==> config.mk <==
export PLATFORM = sky130hd
export DESIGN_NAME = wb_initiator
export DESIGN_NICKNAME = d
export VERILOG_FILES = /design/src/rtl/wb_initiator.sv
export SDC_FILE = /design/constraint.sdc
export NUM_CORES = 1
export LEC_CHECK = 0
export BUFFER_PORTS_ARGS = -buffer_cell sky130_fd_sc_hd__buf_2
export CORE_MARGIN = 1.5
export CORE_UTILIZATION = 45
export CTS_CLUSTER_DIAMETER = 30
export CTS_CLUSTER_SIZE = 8
export DETAILED_ROUTE_END_ITERATION = 10
export GPL_ROUTABILITY_DRIVEN = 1
export MAX_ROUTING_LAYER = met4
export PLACE_DENSITY = 0.75
export SETUP_SLACK_MARGIN = 0.4
export SYNTH_ARGS = -nofsm -noshare
export SYNTH_HDL_FRONTEND = slang
export SYNTH_SLANG_ARGS = --single-unit
==> constraint.sdc <==
create_clock -name i_clk -period 4.2 [get_ports i_clk]
set_input_delay 0.63 -clock i_clk [delete_from_list [all_inputs] [get_ports i_clk]]
set_output_delay 0.63 -clock i_clk [all_outputs]
set_load 0.1 [all_outputs]
==> src/rtl/wb_initiator.sv <==
// wb_initiator: pipelined Wishbone initiator that expands one command strobe
// into a burst of 1..2^LGLEN single-word requests on a stall/ack bus.
// Read words come back on o_rsp_stb/o_rsp_data. o_done/o_err report the end
// of a burst or an abort.
// Optional feature: define WB_INITIATOR_TIMEOUT_EN to build a TOW-bit
// inactivity counter. It aborts a burst when the slave goes silent.
module wb_initiator #(
    parameter int AW    = 30,
    parameter int DW    = 32,
    parameter int LGLEN = 4,
    parameter int TOW   = 10
) (
    input  logic             i_clk,
    input  logic             i_reset,
    input  logic             i_cmd_stb,
    input  logic             i_cmd_we,
    input  logic [AW-1:0]    i_cmd_addr,
    input  logic [DW-1:0]    i_cmd_data,
    input  logic [LGLEN-1:0] i_cmd_len,
    output logic             o_busy,
    output logic             o_rsp_stb,
    output logic [DW-1:0]    o_rsp_data,
    output logic             o_done,
    output logic             o_err,
    output logic             o_wb_cyc,
    output logic             o_wb_stb,
    output logic             o_wb_we,
    output logic [AW-1:0]    o_wb_addr,
    output logic [DW-1:0]    o_wb_data,
    input  logic             i_wb_stall,
    input  logic             i_wb_ack,
    input  logic             i_wb_err,
    input  logic [DW-1:0]    i_wb_data
);

    typedef enum logic {
        S_IDLE = 1'b0,
        S_BUS  = 1'b1
    } state_t;

    localparam logic [LGLEN:0] CNT_ONE  = {{LGLEN{1'b0}}, 1'b1};
    localparam logic [AW-1:0]  ADDR_ONE = {{(AW-1){1'b0}}, 1'b1};

    // The timeout compare needs at least a two-bit counter
    generate
        if (TOW < 2) begin : g_tow_check
            $error("wb_initiator: TOW must be at least 2");
        end
    endgenerate

    state_t         state;
    state_t         state_d;

    // Beat bookkeeping is one bit wider than i_cmd_len so a full 2^LGLEN burst
    // can be counted without wrapping.
    logic [LGLEN:0] n_beats;
    logic [LGLEN:0] issued;
    logic [LGLEN:0] acked;

    logic           cmd_accept;
    logic           beat_acc;
    logic           ack_v;
    logic           err_v;
    logic           timeout_v;
    logic           abort;
    logic           last_ack;
    logic           last_beat;

    logic           busy_d;
    logic           cyc_d;
    logic           stb_d;
    logic           rsp_stb_d;
    logic           done_d;
    logic           err_d;

    // Bus events for this cycle. An ack that arrives with an error is not
    // counted, and abort wins over everything else.
    always_comb begin
        cmd_accept = (state == S_IDLE) && i_cmd_stb;
        beat_acc   = o_wb_stb && !i_wb_stall;
        ack_v      = o_wb_cyc && i_wb_ack;
        err_v      = o_wb_cyc && i_wb_err;
        abort      = err_v || timeout_v;
        last_ack   = ack_v && !abort && ((acked + CNT_ONE) == n_beats);
        last_beat  = beat_acc && ((issued + CNT_ONE) == n_beats);
    end

`ifdef WB_INITIATOR_TIMEOUT_EN
    localparam logic [TOW-1:0] TO_ONE  = {{(TOW-1){1'b0}}, 1'b1};
    localparam logic [TOW-1:0] TO_LAST = {{(TOW-1){1'b1}}, 1'b0};

    logic [TOW-1:0] to_cnt;

    // Inactivity counter; any bus progress restarts the count
    always_ff @(posedge i_clk or posedge i_reset) begin
        if (i_reset) begin
            to_cnt <= '0;
        end else if (cmd_accept || beat_acc || ack_v) begin
            to_cnt <= '0;
        end else if (state == S_BUS) begin
            to_cnt <= to_cnt + TO_ONE;
        end
    end

    // Fire on the edge where the counter would reach its all-ones value
    assign timeout_v = (state == S_BUS) && !(beat_acc || ack_v) && (to_cnt == TO_LAST);
`else
    assign timeout_v = 1'b0;
`endif

    // State register
    always_ff @(posedge i_clk or posedge i_reset) begin
        if (i_reset) begin
            state <= S_IDLE;
        end else begin
            state <= state_d;
        end
    end

    // Next-state logic
    always_comb begin
        state_d = state;
        case (state)
            S_IDLE: begin
                if (i_cmd_stb) begin
                    state_d = S_BUS;
                end
            end
            S_BUS: begin
                if (abort || last_ack) begin
                    state_d = S_IDLE;
                end
            end
            default: state_d = S_IDLE;
        endcase
    end

    // Next values of the registered control outputs
    always_comb begin
        busy_d    = (state_d == S_BUS);
        cyc_d     = (state_d == S_BUS);
        stb_d     = 1'b0;
        rsp_stb_d = 1'b0;
        done_d    = 1'b0;
        err_d     = 1'b0;
        case (state)
            S_IDLE: begin
                stb_d = i_cmd_stb;
            end
            S_BUS: begin
                if (abort || last_ack || last_beat) begin
                    stb_d = 1'b0;
                end else begin
                    stb_d = o_wb_stb;
                end
                rsp_stb_d = ack_v && !abort && !o_wb_we;
                done_d    = abort || last_ack;
                err_d     = abort;
            end
            default: begin
                stb_d = 1'b0;
            end
        endcase
    end

    // Registered control outputs
    always_ff @(posedge i_clk or posedge i_reset) begin
        if (i_reset) begin
            o_busy    <= 1'b0;
            o_wb_cyc  <= 1'b0;
            o_wb_stb  <= 1'b0;
            o_rsp_stb <= 1'b0;
            o_done    <= 1'b0;
            o_err     <= 1'b0;
        end else begin
            o_busy    <= busy_d;
            o_wb_cyc  <= cyc_d;
            o_wb_stb  <= stb_d;
            o_rsp_stb <= rsp_stb_d;
            o_done    <= done_d;
            o_err     <= err_d;
        end
    end

    // Command latch, beat counters, address stepping and read-data capture
    always_ff @(posedge i_clk or posedge i_reset) begin
        if (i_reset) begin
            n_beats    <= '0;
            issued     <= '0;
            acked      <= '0;
            o_wb_we    <= 1'b0;
            o_wb_addr  <= '0;
            o_wb_data  <= '0;
            o_rsp_data <= '0;
        end else begin
            if (cmd_accept) begin
                n_beats   <= {1'b0, i_cmd_len} + CNT_ONE;
                issued    <= '0;
                acked     <= '0;
                o_wb_we   <= i_cmd_we;
                o_wb_addr <= i_cmd_addr;
                o_wb_data <= i_cmd_data;
            end else if (state == S_BUS) begin
                if (beat_acc) begin
                    issued    <= issued + CNT_ONE;
                    o_wb_addr <= o_wb_addr + ADDR_ONE;
                end
                if (ack_v && !abort) begin
                    acked <= acked + CNT_ONE;
                end
            end
            if (rsp_stb_d) begin
                o_rsp_data <= i_wb_data;
            end
        end
    end

endmodule

# Word level (Yosys, flattened, before mapping)

Index checks and enable logic that the tools add are counted.

$add $sub $neg: 4
Bitwise logic cells: 1
Muxes and demuxes: 17
Equality and inequality tests: 3
Reductions and logical operators: 18

Operator list:

| operator                                      | number |
|---|---|
| two-way mux 30 bit                            | 3 |
| adder 30 x 1 -> 30 bit, second input constant | 1 |
| two-way mux 5 bit                             | 6 |
| adder 5 x 1 -> 5 bit, second input constant   | 2 |
| equality test 5 bit                           | 2 |
| logical AND 1 bit                             | 8 |
| two-way mux 1 bit                             | 6 |
| nonzero test 2 bit                            | 3 |
| adder 4 x 1 -> 5 bit, second input constant   | 1 |
| one-hot mux 1 bit (2 select lines)            | 2 |
| AND reduction 2 bit                           | 2 |
| zero test 1 bit                               | 3 |
| logical OR 1 bit                              | 2 |
| != test 2 x 1 -> 1 bit, second input constant | 1 |
| NOT 1 bit                                     | 1 |

Input port bits: 105
Output and inout bits: 101
Logic and storage cells: 55
Register bits: 115

# Logic depth before layout (Yosys ltp)

Word-level depth: 8
Mapped depth: 6
Gate-level depth less buffers: 6

# Least setup slack after synthesis

No wires, ideal clock.

Path type: flip-flop to flip-flop
From: register o_wb_addr[1]
To: register o_wb_addr[26]
Data required time: 4.125 ns
Period minus slack after synthesis: 2.464 ns
Cell stages (with the launch flop): 7
Arrival: 2.388 ns
Path buffers: 0
Path slack: 1.736 ns
Setup time: 0.075 ns
Cell sequence: dfrtp_1 ha_1 nand3_1 nor4_4 nand4_1 xor2_1 o21ai_2

Longest elaborated chain between the ends: 4

Ends and longest elaborated chain:

| element                | line | text |
|---|---|---|
| from (decl)            | 28   | `output logic [AW-1:0] o_wb_addr,` |
| from (signal assigned) | 201  | `o_wb_addr <= i_cmd_addr;` |
| from (signal assigned) | 206  | `o_wb_addr <= o_wb_addr + ADDR_ONE;` |
| adder 30 x 1 -> 30 bit | 206  |  |
| two-way mux 30 bit     | 204  | `if (beat_acc) begin` |
| two-way mux 30 bit     | 203  | `end else if (state == S_BUS) begin` |
| two-way mux 30 bit     | 196  | `if (cmd_accept) begin` |

Every way passes these cells. The select of a mux whose other input is x is not followed.
A chain may end at the register's enable or synchronous reset.

==> metrics.md <==
| Metric | Value |
|---|---|
| Status | `complete, no violations` |
| Worst hold path class | `in -> async` |
| Max_cap viols | `0` |
| Synth area leaders | `dfrtp_1, nand2_1, mux2_2` |
| Final setup fails | `0` |
| Diode count | `0` |
| Area leader, netlist | `dfrtp_1` |
| Cell variety after synth | `42` |
| Tcrit/Tclk final | `between 50% and 60%` |
| Flop2flop setup slack | `just over 2000 ps` |
| Cell-internal power | `between 2000 and 3000 µW` |
| Relative slew slack | `slightly below 30%` |
| Site Rows | `38` |
| Worst r2r path cells | `5` |
| Register share of total power | `27.3%` |
| Largest net degree at the start of global routing | `60` |
| Initial Util | `46.76%` |
| GRT Resource Usage Total | `~23%` |
| Worst-margin pin slew | `1067 ps` |
| Share of the synthesized area in the top cell type | `56.03%` |
| Comb pwr share | `between 40% and 50%` |
| CTS max path bufs | `2` |
| Vias in the first global route | `between 4000 and 5000` |
| Seq/Total Area, Yosys | `56.03%` |
| Clock Skews | `around 6.0 ps` |
| FF-to-FF Start | `o_wb_cyc$_DFF_PP0_` |
| CTS Buf Count | `17` |
| CTS HTree Levels | `4` |
| # nets final | `just over 800` |
| Detailed Route WL | `roughly 13 mm` |
| WP data arrival | `around 1600 ps` |
| Hold_buf cts | `0` |
| Register bit count reported by yosys | `roughly 120` |
| Synth Net Count | `between 600 and 700` |
| Max Clock Freq | `~450 MHz` |
| Fin. max-slew vios | `0` |
| I/O pin count | `between 200 and 250` |
| CP Max Fanout | `10` |
| FFs w/ async S/R, synth | `between 90% and 100%` |
| DIE AREA | `roughly 0.012 mm²` |
| Endpoints failing hold | `0` |
| CTS sink count | `between 100 and 150` |
| Critical path's top delay family | `flip-flops` |
| Post-CTS setup buffers | `0` |
| Ys Warns | `0` |
| Post-synth EDFFs | `0` |
| Crit start category | `flop` |
| Detailed Routing Iterations Pass 1 | `4` |
| Routed wire per std cell | `around 15 µm` |
| Mapped Area | `0.005136 mm²` |
| Critical Path Max Stage Delay | `630 ps` |
| Clk pwr share | `a little under a quarter` |
| CP Data Required Time | `3570 ps` |
| Area Overhead vs Synth | `33.62%` |
| First-pass GRT wire length | `between 20 and 25 mm` |
| Fillers | `905` |
| Reg-to-reg endpoint | `o_wb_addr[18]$_DFFE_PP0P_` |
| Die Y-Extent | `roughly 110 µm` |
| Core Box Area | `around 0.011 mm²` |
| NetSw | `around 3200 µW` |
| P_leak | `0.003469 µW` |
| Number of remaining DRC errors | `0` |
| Clk slew on worst S/H paths | `about 50 ps` |
| Initial DRC Count | `153` |
| Clock Tree Root | `clkbuf_16` |
| PostCTS Resize Cnt | `0` |
| Vias/cell | `roughly 5.0` |
| Initial antenna violation count | `0` |
| TritonCTS clock tree | `built` |
| Syn avg cell area | `10.21 µm²` |
| Fin util | `between 60% and 70%` |
| Primary FF master, synth | `dfrtp_1` |
| Clock Latency Late Sink | `410 ps` |
| DIE WIDTH | `~110 µm` |
| CP cell instances | `buf_2` |
| # port buffers | `205` |
| Maximum VDD drop | `between 0.7 and 0.8 mV` |
| CP Capture Type | `output port` |
| GP Congestion | `around 0.91` |
| CP max stage cell | `dfrtp_1` |
| Critical path class | `reg -> out` |
| GRT overflow | `0` |
| Dpl hpwl | `9.178 mm` |
| Vias after detailed routing | `about 4300` |
| RSZ-0062 raised after global routing | `no` |
| Buffers and inverters on the worst path | `1` |
| Routed Antenna Nets | `0` |
| Post-Syn Instances | `approximately 500` |
| Crit path time final | `between 2000 and 2500 ps` |
| Setup Total Neg Slack | `0 ps` |
| Switching share of power | `between 50 and 60%` |
| Share of layout cells above drive strength 1 | `between 30% and 40%` |
| Power per cell area | `about 880 mW/mm²` |
==> cells in the final DEF (no fill, tap or decap), types with 4 or more instances in the layout <==
master	Yosys	layout
nor4_2	4	4
o21ai_0	22	22
xnor2_1	11	11
xor2_1	32	32
nand3_1	27	27
nor3_1	4	4
nor2_1	10	9
buf_4	1	5
clkbuf_16	0	17
ha_1	4	4
nand2_1	153	153
o21ai_1	19	19
and3_1	4	4
buf_2	5	205
clkbuf_8	0	5
mux2_2	32	32
nand4_1	8	8
inv_1	5	4
dfrtp_1	115	115
==> Yosys cell counts, drive strengths merged, types with 2 or more instances <==
master	instances
a21oi	3
a31oi	2
and2	3
and3	4
and4	2
buf	11
clkbuf	12
dfrtp	115
ha	4
inv	5
mux2	32
nand2	153
nand2b	2
nand3	27
nand3b	2
nand4	10
nor2	10
nor3	5
nor4	7
o21ai	42
or2	2
xnor2	11
xor2	32
==> flip-flops by register name, indices dropped and copies added, names as in the netlist <==
signal	count
o_done	1
o_wb_cyc	1
o_wb_data	32
o_rsp_stb	1
issued	5
o_wb_we	1
o_wb_addr	30
n_beats	5
o_wb_stb	1
o_rsp_data	32
o_err	1
acked	5
==> final cells by class <==
class | count | area, µm² | area share (%)
clock buffer | 24 | 501.7 | 7.311
clock inverter | 5 | 75.07 | 1.094
inverter | 5 | 21.27 | 0.3099
multi-input combinational | 360 | 2148 | 31.30
sequential | 115 | 2878 | 41.93
tap | 140 | 175.2 | 2.552
timing repair buffer | 210 | 1064 | 15.50
==> per-layer routing <==
metal  GRT usage, %  vias up  wire, µm
met5              -        -         0
met4          11.32        0       351
met3          6.402       29       673
met2          37.31      135      6660
met1          25.67     2061      5058
li1               -     2097         -
==> metrics by stage <==
step	instance area, µm²	setup WS [ps]	hold WS [ps]	total power, µW	std cells
after floorplan	5136	525.9	469.2	4140	503
after global placement	6286	1891	453.8	4603	830
final	6863	2002	355.6	6035	859
after detailed placement	6286	1884	459.2	4655	830
after global routing	6863	1771	393.5	6249	859
after CTS	6863	1993	372.3	6070	859
==> power by group through the flow <==
stage	clock network [µW]	logic (µW)	registers (µW)
after floorplan	0	442	3700
after detailed placement	0	2990	1660
final	1400	2990	1650
after global routing	1470	3080	1690
after global placement	0	2960	1640
after CTS	1420	3000	1650
==> cells by family after synthesis <==
family | after synthesis | synth area share (%)
AND/OR/NAND/NOR | 229 | 20.80
flip-flops | 115 | 56.03
AO/OA/AOI/OAI | 52 | 5.457
XOR/XNOR | 43 | 7.332
multiplexers | 32 | 7.016
buffers and inverters | 28 | 2.387
adder cells (fa/ha/maj) | 4 | 0.9745
==> how the worst max path moves through the flow <==
stage	startpoint	to	cells past startpoint
3_3_place_gp	i_wb_stall	o_wb_addr[26]$_DFFE_PP0P_	6
4_1_cts	o_wb_cyc$_DFF_PP0_	o_busy	1
3_5_place_dp	i_wb_stall	o_wb_addr[26]$_DFFE_PP0P_	6
5_1_grt	o_wb_cyc$_DFF_PP0_	o_wb_cyc$_DFF_PP0_	5
6_report	o_wb_cyc$_DFF_PP0_	o_busy	1
2_1_floorplan	i_reset	acked[0]$_DFFE_PP0P_	1
Power figures use the tool's default switching activity.
